## config.mk

```make
export PLATFORM = sky130hd
export DESIGN_NAME = game_sequencer
export DESIGN_NICKNAME = d
export VERILOG_FILES = /design/src/rtl/game_sequencer.sv
export SDC_FILE = /design/constraint.sdc
export NUM_CORES = 1
export LEC_CHECK = 0
export CAP_MARGIN = 5
export CORE_ASPECT_RATIO = 1.1
export CORE_MARGIN = 1.5
export CORE_UTILIZATION = 49
export CTS_CLUSTER_DIAMETER = 40
export DETAILED_ROUTE_END_ITERATION = 8
export PLACE_DENSITY = 0.82
export SYNTH_ARGS = -nofsm -noshare
export SYNTH_HDL_FRONTEND = slang
export SYNTH_SLANG_ARGS = --single-unit
```

## constraint.sdc

```tcl
create_clock -name clk -period 6.5 [get_ports clk]
set_clock_uncertainty 0.2 [all_clocks]
set_input_delay 1.95 -clock clk [delete_from_list [all_inputs] [get_ports clk]]
set_output_delay 1.95 -clock clk [all_outputs]
set_load 0.005 [all_outputs]
```

## src/rtl/game_sequencer.sv

```systemverilog
// Game-flow controller for Frogger: sequences idle/play/dying/level-done/game-over/win,
// tracks lives, level and the per-attempt frame timer, and drives traffic/frog/screen controls.
module game_sequencer #(
    parameter int LIVES       = 3,
    parameter int NUM_LEVELS  = 4,
    parameter int TIME_FRAMES = 1800,
    parameter int HOLD_FRAMES = 60
) (
    input  logic        clk,
    input  logic        rst,
    input  logic        update,
    input  logic        start,
    input  logic        collide,
    input  logic        reach_end,
    output logic [2:0]  state,
    output logic [1:0]  level,
    output logic [1:0]  lives,
    output logic [10:0] timer,
    output logic        traffic_en,
    output logic        frog_reset,
    output logic        flash,
    output logic        show_win,
    output logic        show_game_over
);

    localparam logic [1:0]  LIVES_INIT = 2'(LIVES);
    localparam logic [1:0]  LAST_LEVEL = 2'(NUM_LEVELS - 1);
    localparam logic [10:0] TIMER_INIT = 11'(TIME_FRAMES);
    localparam logic [7:0]  HOLD_LAST  = 8'(HOLD_FRAMES - 1);

    typedef enum logic [2:0] {
        S_IDLE       = 3'd0,
        S_PLAY       = 3'd1,
        S_DYING      = 3'd2,
        S_LEVEL_DONE = 3'd3,
        S_GAME_OVER  = 3'd4,
        S_WIN        = 3'd5
    } state_t;

    state_t      state_q, state_d;
    logic [1:0]  level_q, level_d;
    logic [1:0]  lives_q, lives_d;
    logic [10:0] timer_q, timer_d;
    logic [7:0]  hold_cnt_q, hold_cnt_d;
    logic        start_q;
    logic        armed_q;
    logic        traffic_en_q, traffic_en_d;
    logic        frog_reset_q, frog_reset_d;
    logic        flash_q, flash_d;
    logic        show_win_q, show_win_d;
    logic        show_game_over_q, show_game_over_d;

    logic start_edge;
    logic in_hold;
    logic hold_expire;
    logic next_in_hold;

    // armed_q blocks a start button that was already held when reset released
    assign start_edge  = start & ~start_q & armed_q;
    assign in_hold     = (state_q == S_DYING) || (state_q == S_LEVEL_DONE);
    assign hold_expire = in_hold && update && (hold_cnt_q == HOLD_LAST);

    always_comb begin
        state_d    = state_q;
        level_d    = level_q;
        lives_d    = lives_q;
        timer_d    = timer_q;
        hold_cnt_d = hold_cnt_q;

        case (state_q)
            S_IDLE: begin
                if (start_edge) begin
                    state_d = S_PLAY;
                end
            end
            S_PLAY: begin
                if (collide) begin
                    state_d = S_DYING;
                end else if (reach_end) begin
                    state_d = S_LEVEL_DONE;
                end else if (update) begin
                    if (timer_q == 11'd1) begin
                        state_d = S_DYING;
                        timer_d = 11'd0;
                    end else if (timer_q != 11'd0) begin
                        timer_d = timer_q - 11'd1;
                    end
                end
            end
            S_DYING: begin
                if (hold_expire) begin
                    if (lives_q <= 2'd1) begin
                        state_d = S_GAME_OVER;
                        lives_d = 2'd0;
                    end else begin
                        state_d = S_PLAY;
                        lives_d = lives_q - 2'd1;
                        timer_d = TIMER_INIT;
                    end
                end else if (update) begin
                    hold_cnt_d = hold_cnt_q + 8'd1;
                end
            end
            S_LEVEL_DONE: begin
                if (hold_expire) begin
                    if (level_q >= LAST_LEVEL) begin
                        state_d = S_WIN;
                    end else begin
                        state_d = S_PLAY;
                        level_d = level_q + 2'd1;
                        timer_d = TIMER_INIT;
                    end
                end else if (update) begin
                    hold_cnt_d = hold_cnt_q + 8'd1;
                end
            end
            S_GAME_OVER, S_WIN: begin
                if (start_edge) begin
                    state_d = S_IDLE;
                end
            end
            default: begin
                state_d = S_IDLE;
            end
        endcase

        next_in_hold = (state_d == S_DYING) || (state_d == S_LEVEL_DONE);
        if (next_in_hold && (state_d != state_q)) begin
            hold_cnt_d = 8'd0;
        end

        // Game parameters are reloaded on the way into IDLE so they read correctly immediately
        if (state_d == S_IDLE) begin
            lives_d = LIVES_INIT;
            level_d = 2'd0;
            timer_d = TIMER_INIT;
        end

        traffic_en_d     = (state_d == S_PLAY);
        frog_reset_d     = (state_d == S_PLAY) && (state_q != S_PLAY);
        flash_d          = next_in_hold ? hold_cnt_d[3] : 1'b0;
        show_win_d       = (state_d == S_WIN);
        show_game_over_d = (state_d == S_GAME_OVER);
    end

    always_ff @(posedge clk or negedge rst) begin
        if (!rst) begin
            state_q          <= S_IDLE;
            level_q          <= 2'd0;
            lives_q          <= LIVES_INIT;
            timer_q          <= TIMER_INIT;
            hold_cnt_q       <= 8'd0;
            start_q          <= 1'b0;
            armed_q          <= 1'b0;
            traffic_en_q     <= 1'b0;
            frog_reset_q     <= 1'b0;
            flash_q          <= 1'b0;
            show_win_q       <= 1'b0;
            show_game_over_q <= 1'b0;
        end else begin
            state_q          <= state_d;
            level_q          <= level_d;
            lives_q          <= lives_d;
            timer_q          <= timer_d;
            hold_cnt_q       <= hold_cnt_d;
            start_q          <= start;
            armed_q          <= armed_q | ~start;
            traffic_en_q     <= traffic_en_d;
            frog_reset_q     <= frog_reset_d;
            flash_q          <= flash_d;
            show_win_q       <= show_win_d;
            show_game_over_q <= show_game_over_d;
        end
    end

    assign state          = state_q;
    assign level          = level_q;
    assign lives          = lives_q;
    assign timer          = timer_q;
    assign traffic_en     = traffic_en_q;
    assign frog_reset     = frog_reset_q;
    assign flash          = flash_q;
    assign show_win       = show_win_q;
    assign show_game_over = show_game_over_q;

endmodule

```

==> out/qor.csv <==
stage;metric;value;unit
setup_path;crit path kind;in2reg;
yosys;Synth Flop Type;dfrtp_1;
final_layout;Post-Layout Cell Count;278;
sta;final setup fails;0;
placed_design;I/O Buffers;28;
final_layout;commonest cells after routing, fill and taps aside;clkdlybuf4s50_1, dfrtp_1, nor2_1;
setup_path;internal reg-to-reg setup slack;3.71;ns
yosys;sequential cell area fraction in the yosys report;0.448;
floorplan;die area;4170;sq um
clocking;clk slew on worst S/H paths;0.07;ns
setup_path;Crit path required time;6.51;ns
global_route;vias in the first global route;1510;
clocking;cts hold-fix bufs;0;
final_layout;commonest non-fill, non-tap cell in the layout;clkdlybuf4s50_1;
sta;Setup TNS;0;ns
clocking;CTS tree;yes;
global_route;first-pass GRT wire length;6.84;mm
yosys;Synth Register Bits;33;
final_layout;antenna cells;0;
setup_path;crit-path max FO;15;
sta;RSZ-0062 raised after global routing;no;
clocking;CTS root buffer;clkbuf_8;
clocking;Worst-Skew Late Latency;0.28;ns
global_route;GRT overflow;0;
yosys;Post-synth EDFFs;0;
clocking;Post-CTS Setup Bufs;0;
global_route;total track usage;0.228;
floorplan;Rows;23;
placed_design;placed insts;270;
routing;Total Wirelength;4.08;mm
yosys;cell count after synthesis;194;
routing;number of DRC markers in iteration 0;119;
setup_path;critical path's top delay family;simple AND/OR/NAND/NOR gates;
setup_path;critical path startpoint category;input pin;
floorplan;Initial Util;0.513;
global_route;initial antenna violation count;0;
setup_path;Worst EP arrival;4.28;ns
sta;crit path time final;4.27;ns
global_route;largest net degree at the start of global routing;34;
final_layout;proportion of layout cells with a drive suffix above 1;0.114;
hold_path;hold path cells;1;
routing;DR pass1 iterations;4;
pwr;Leak;0.000883;uW
setup_path;FF-to-FF path depth;7;
setup_path;Worst path depth;7;
routing;DRC Markers;0;
setup_path;peak per-stage delay on the critical path;0.67;ns
yosys;Mean Syn Cell Area;9.58;sq um
placed_design;HPWL after DPL;3.04;mm
setup_path;CP bufs+invs;2;
clocking;clk buf depth;2;
sta;Worst-Margin Slew;1.05;ns
pwr;Total Power;652;uW
clocking;htree depth;2;
sta;maximum clock rate;0.234;GHz
yosys;Mapped Area;1860;sq um
sta;fin crit share;0.657;
pwr;Peak supply drop;171;uV
setup_path;crit path cell chain;clkdlybuf4s50_1 -> nand4_1 -> or4_1 -> o221ai_4 -> nor4_2 -> buf_4 -> or3_1;
sta;Fin. Hold Viols;0;
setup_path;crit end category;flip-flop;
floorplan;Die X;61.7;um
sta;fin. max-slew vios;0;
hold_path;Worst Hold Class;reg2reg;
yosys;number of synthesis warnings;0;
clocking;CTS Buf Count;5;
clocking;post-CTS sizing;0;
floorplan;io pins;29;
floorplan;Core ar.;3630;sq um
clocking;clk sinks;33;
yosys;syn nets;205;
routing;routed length per instance;14.7;um
yosys;Synth cell types;46;
final_layout;nets@finish;238;
final_layout;Area growth syn-to-layout;22.7;%
pwr;power per cell area;286;nW/um^2
routing;vias;1583;
setup_path;CP max-delay cell;or4_1;
placed_design;GPL Wtd Cong;0.870;
floorplan;Die Height;67.6;um
routing;Via-to-Cell Ratio;5.69;
flow_run;MaxCap Viol Count;0;
routing;post-route ant nets;0;
final_layout;Core Util, Final;0.629;
run_status;run status;finished clean;
yosys;FFs w/ async S/R, synth;1.00;
sta;Min Hold Slack;0.276;ns
sta;slew margin rel.;0.293;
routing by layer:
layer,GRT usage,vias up,wire [um]
met5,0,-,0
met2,0.388,49,2170
met4,0.0931,0,49
li1,-,770,-
met3,0.0632,5,221
met1,0.265,759,1640
path summary, 6_finish.rpt:
check,from,end
min in group asynchronous,rst,timer[2]
setup reg to reg,timer[0],timer[8]
max in group asynchronous,rst,lives[0]
hold reg to reg,armed_q,armed_q
setup / recovery,update,timer[10]
hold / removal,armed_q,armed_q
power by group:
| part | leakage [uW] | internal (uW) | switching, uW |
|---|---|---|---|
| combinational | 0.000420 | 105 | 108 |
| sequential | 0.000418 | 247 | 45.4 |
| clock | 0.0000450 | 74.1 | 72.5 |
sequential cells by signal (all words and copies together) (netlist names):
signal and cells:
armed_q 1, flash 1, frog_reset 1, hold_cnt_q 8, level 2, lives 2, show_game_over 1, show_win 1
start_q 1, state 3, timer 11, traffic_en 1
kinds of logic after synthesis:
family                   share of synthesized area
multiplexers                                0.0108
flip-flops                                   0.448
AND/OR/NAND/NOR                              0.291
buffers and inverters                       0.0303
adder cells (fa/ha/maj)                     0.0336
XOR/XNOR                                    0.0377
AO/OA/AOI/OAI                                0.149
cell usage after synthesis, types with 3 or more instances:
cell / count / area share
dfstp_2: 6 / 0.085
or2_2: 3 / 0.010
a21oi_1: 10 / 0.027
nor3_1: 10 / 0.027
inv_1: 10 / 0.020
nor4_1: 3 / 0.010
ha_1: 5 / 0.034
nand2_1: 11 / 0.022
o21ai_0: 9 / 0.024
nor4b_1: 3 / 0.014
xnor2_1: 6 / 0.028
nand2b_1: 4 / 0.013
or3_1: 4 / 0.013
nand3b_1: 6 / 0.024
nand3_1: 6 / 0.016
buf_2: 3 / 0.0081
or4_1: 6 / 0.024
dfrtp_1: 27 / 0.36
nor2_1: 25 / 0.050
final cells by class:
class                      instances  area (sq um)
multi-input combinational        147           970
tap                               50          62.6
clock inverter                     2          10.0
timing repair buffer              30           295
fill                             336          1350
inverter                          10          37.5
sequential                        33           833
clock buffer                       6          72.6
stage by stage:
step,setup WS [ns],area [sq um]
4_1_cts,2.24,2280
3_5_place_dp,1.94,2200
6_report,2.23,2280
2_1_floorplan,2.87,1860
3_3_place_gp,2.02,2200
5_1_grt,2.10,2280
Power figures use the tool's default switching activity.
